<file path="config.mk">
export PLATFORM = sky130hd
export DESIGN_NAME = icache
export DESIGN_NICKNAME = d
export VERILOG_FILES = /design/src/rtl/cpu_types_pkg.sv /design/src/rtl/icache.sv
export SDC_FILE = /design/constraint.sdc
export NUM_CORES = 1
export LEC_CHECK = 0
export CORE_UTILIZATION = 30
export DETAILED_ROUTE_END_ITERATION = 10
export GPL_TIMING_DRIVEN = 0
export PLACE_DENSITY = 0.5
export SYNTH_ARGS = -nofsm -noshare
export SYNTH_HDL_FRONTEND = slang
export SYNTH_SLANG_ARGS = --single-unit
</file>
<file path="constraint.sdc">
create_clock -name CLK -period 6.2 [get_ports CLK]
set_input_delay 1.86 -clock CLK [delete_from_list [all_inputs] [get_ports CLK]]
set_output_delay 1.86 -clock CLK [all_outputs]
set_load 0.01 [all_outputs]
</file>
<file path="src/rtl/cpu_types_pkg.sv">
// Shared CPU type definitions: instruction-cache address split and field widths.
package cpu_types_pkg;

    localparam int IBYT_W = 2;
    localparam int IIDX_W = 4;
    localparam int ITAG_W = 32 - IIDX_W - IBYT_W;

    typedef struct packed {
        logic [ITAG_W-1:0] tag;
        logic [IIDX_W-1:0] idx;
        logic [IBYT_W-1:0] bytoff;
    } icachef_t;

endpackage

</file>
<file path="src/rtl/icache.sv">
// Direct-mapped instruction cache, one word per frame, blocking single-miss FSM.
// Hit returns in zero cycles; a miss costs memory latency + 2 cycles, fetch stalls on ihit=0.
module icache
    import cpu_types_pkg::*;
#(
    parameter int NFRAMES = 16
) (
    input  logic        CLK,
    input  logic        nRST,
    input  logic        imemREN,
    input  logic [31:0] imemaddr,
    output logic        ihit,
    output logic [31:0] imemload,
    output logic        iREN,
    output logic [31:0] iaddr,
    input  logic [31:0] iload,
    input  logic        iwait
);

    localparam int IDX_W = $clog2(NFRAMES);
    localparam int TAG_W = 32 - IDX_W - IBYT_W;

    localparam logic [0:0] IDLE  = 1'b0;
    localparam logic [0:0] FETCH = 1'b1;

    logic [0:0]         state_q, state_d;
    logic [31:0]        miss_addr_q, miss_addr_d;
    logic [NFRAMES-1:0] valid_q;
    logic [TAG_W-1:0]   tag_q  [NFRAMES];
    logic [31:0]        data_q [NFRAMES];

    logic [IDX_W-1:0] req_idx, miss_idx;
    logic [TAG_W-1:0] req_tag, miss_tag;
    logic             hit;
    logic             fill;
    logic             unused_bytoff;

    assign req_idx  = imemaddr[IDX_W+IBYT_W-1:IBYT_W];
    assign req_tag  = imemaddr[31:IDX_W+IBYT_W];
    assign miss_idx = miss_addr_q[IDX_W+IBYT_W-1:IBYT_W];
    assign miss_tag = miss_addr_q[31:IDX_W+IBYT_W];

    // Byte offset never participates in lookup: frames hold whole words.
    assign unused_bytoff = ^{imemaddr[IBYT_W-1:0], miss_addr_q[IBYT_W-1:0]};

    assign hit  = (state_q == IDLE) && imemREN && valid_q[req_idx]
                  && (tag_q[req_idx] == req_tag);
    assign fill = (state_q == FETCH) && !iwait;

    always_comb begin
        state_d     = state_q;
        miss_addr_d = miss_addr_q;
        if (state_q == IDLE) begin
            if (imemREN && !hit) begin
                state_d     = FETCH;
                miss_addr_d = imemaddr;
            end
        end else if (!iwait) begin
            state_d = IDLE;
        end
    end

    assign ihit     = hit;
    assign imemload = hit ? data_q[req_idx] : 32'h0;
    assign iREN     = (state_q == FETCH);
    // Memory sees the latched miss address so fetch-stage address changes cannot corrupt the fill.
    assign iaddr    = (state_q == FETCH) ? miss_addr_q : 32'h0;

    always_ff @(posedge CLK or negedge nRST) begin
        if (!nRST) begin
            state_q     <= IDLE;
            miss_addr_q <= '0;
            valid_q     <= '0;
            for (int i = 0; i < NFRAMES; i++) begin
                tag_q[i]  <= '0;
                data_q[i] <= '0;
            end
        end else begin
            state_q     <= state_d;
            miss_addr_q <= miss_addr_d;
            if (fill) begin
                valid_q[miss_idx] <= 1'b1;
                tag_q[miss_idx]   <= miss_tag;
                data_q[miss_idx]  <= iload;
            end
        end
    end

endmodule

</file>
==> results.yml <==
floorplanning:
  io-pin-count: 134
  start_util_pct: 30.4
  core-area_sq_um: 146000
  num_rows: 140
  die_h_um: 387
  dieWidth_um: 387
  dieArea_sq_um: 150000
outcome:
  violations: "negative setup slack"
  outcome: "finished, violations left"
worst_setup_path:
  cp_data_arrival_time_ns: 4.99
  crit_type: "in2out"
  worstSetupStartpoint: "imemaddr[2]"
  r2r_end: "data_q[154]"
  required_ns: 4.34
  r2r_start: "iREN"
  path_max_fanout: 6
  end_kind: "output port"
  cp-endpoint: "imemload[0]"
  r2r_slack_ns: 1.71
  setup.worst_path.start_class: "input pin"
  reg2reg_depth: 7
run:
  maxCapViolCount: 0
placement:
  dp_hpwl_mm: 97.4
  place_congestion: 0.920
  placed_cells: 5235
  port_buffers: 130
  place_area_sq_um: 48400
  pre_cts_ws_ns: -3.67
cts:
  cts.path.max_buffers: 3
  hold_buffers: 0
  clock_latency_ns: 0.75
  numClockSinks: 977
  clkTransAtPathRegs_ns: 0.06
  cts.htree.levels: 3
  clock_tree.root_cell: "clkbuf_16"
  cts_tree: "yes"
  cts_inserted_buffers: 107
finish:
  num_antenna_cells: 0
  nFillCells: 14147
  final_util_pct: 36.3
  nets: 3520
  layoutNonFillerInstCount: 5458
  multi_input_area_sq_um: 19000
  drive_above_1_share_pct: 37.2
  final_cell_area_sq_um: 53200
  area_growth_pct: 19.7
  ff_latch_area_sq_um: 24400
sta:
  period_share_pct: 110
  finClkSkew_ns: 0.0474
  setup_viol: 33
  fin_setup_tns_ns: -18.94
  report.final.hold_viol_count: 0
  relSlewSlack_pct: 1.43
  fin_ws_ns: -0.649
  period_minus_slack_ns: 6.85
  tightestPinTransition_ns: 1.48
  whs_ns: 0.464
  timing.fmax_mhz: 146
  rsz0062_at_grt: "true"
  maxSlewViolCount: 0
power:
  ir_worst_vdd_mv: 0.252
  p_leak_nw: 23.3
  power_mw: 22.4
  power.density_nw_per_um2: 421
min_path:
  hp-class: "reg2reg"
synthesis:
  synth_warnings: 0
  synthTopCellsByArea: "dfrtp_1, mux2_2, mux4_2"
  synth_largest_area_cell: "dfrtp_1"
  synth_cell_types: 49
  syn_nets: 3245
  synth-edff-count: 0
  async_reset_ff_share_pct: 100
  syn_area_sq_um: 44400
  ys_ff_latch: 977
  avgSynthCellArea_sq_um: 14.0
  synth_top_area_share_pct: 55.1
  ys.flop_type: "dfrtp_1"
  seq_area_frac_synth_pct: 55.1
  synth_cells: 3177
global_routing:
  grt_max_degree: 165
  grt_first_pass_wirelength_mm: 218
  grt-ovfl-total: 0
  grt_pass1_vias: 29600
  antenna_found_initial: 10
  grt_use_total_pct: 20.0
routing:
  vias_per_cell: 5.28
  wl_per_cell_um: 27.5
  drc: 0
  drtIter0Drc: 2400
  vias: 28824
  ant_nets: 0
  wirelength_mm: 150
  drt_first_pass_iters: 7
[cells in the mapped netlist (14+ instances only)]
cell and n:
dfrtp_1 977, mux2_2 675, nand2_1 315, o21ai_0 294, mux4_2 256, clkbuf_1 224
mux2i_1 58, nor4_1 37, nor2b_1 35, buf_2 34, xnor2_1 34, inv_1 33
a32oi_1 32, and2_1 32, buf_1 21, nand2b_1 14, nor2_1 14
[state kept, by name (all words and copies together), names as in the netlist]
signal	flops
miss_addr_q	32
iREN	1
tag_q	416
data_q	512
valid_q	16
[how the worst min path moves through the flow]
stage | start | endpoint | slack, ns | cells after the start
6_report | valid_q[10] | valid_q[10] | 0.46 | 1
5_1_grt | valid_q[10] | valid_q[10] | 0.48 | 1
4_1_cts | valid_q[10] | valid_q[10] | 0.47 | 1
3_5_place_dp | valid_q[10] | valid_q[10] | 0.45 | 1
3_3_place_gp | valid_q[5] | valid_q[5] | 0.44 | 1
2_1_floorplan | valid_q[4] | valid_q[4] | 0.43 | 1
[metal layers]
layer / up-vias / wire length (um) / track usage [%]
met5: - / 65 / 0
met4: 10 / 4070 / 5.10
met3: 258 / 10500 / 4.64
met2: 988 / 69300 / 31.5
met1: 15426 / 66000 / 27.8
li1: 12142 / - / -
[cell usage in the layout (no fill, tap or decap), types with 25 or more instances in the layout]
master           netlist  final
nor4_1                37     33
inv_1                 33     33
nand2_1              315    313
and2_1                32     32
clkbuf_8               0     33
mux2_2               675    675
o21ai_0              294    293
buf_4                  2     38
mux2i_1               58     55
buf_6                  4     43
nor2b_4                0     25
clkbuf_16              0    107
mux4_2               256    256
clkbuf_1             224    229
a32oi_1               32     32
clkdlybuf4s50_1        0     95
dfrtp_1              977    977
[power breakdown]
group / switching, mW / internal (mW) / leakage (nW) / total [mW]
clock: 2.81 / 3.90 / 1.82 / 6.71
sequential: 1.36 / 8.92 / 12.8 / 10.3
combinational: 2.22 / 3.18 / 8.71 / 5.40
total: 6.38 / 16.0 / 23.3 / 22.4
[critical path: stages]
cell and delay, ns:
buf_12 0.09, buf_12 0.13, buf_16 0.14, buf_6 0.16
mux4_1 0.56, mux2i_1 0.17, mux2i_1 0.14, xnor2_2 0.35
nand2_2 0.12, nor4_4 0.29, nand4_1 0.18, buf_12 0.20
buf_6 0.14, and2b_4 0.30, buf_6 0.12
[repair_timing]
| item | 4_1_cts | 5_1_grt |
|---|---|---|
| cloned | 2 | 0 |
| buffers inserted | 19 | 4 |
| endpoints found under the hold margin | 0 | 0 |
| endpoints found under the setup margin | 33 | 33 |
| gates resized for setup | 357 | 22 |
| pin swaps | 7 | 7 |
[layout make-up]
class / count / share of cell area (%)
Sequential cell: 977 / 46.0
Multi-Input combinational cell: 1876 / 35.7
Clock buffer: 162 / 6.01
Tap cell: 1917 / 4.51
Timing Repair Buffer: 166 / 3.41
Buffer: 290 / 3.15
Clock inverter: 36 / 0.946
Inverter: 34 / 0.250
[logic make-up after synthesis]
kind of cell | share of synthesized area (%)
compound gates | 4.47
xor+xnor | 0.888
buf+inv | 2.98
flops | 55.1
mux | 31.7
simple gates | 4.88
Note: power is estimated with default switching activity, not from simulation.
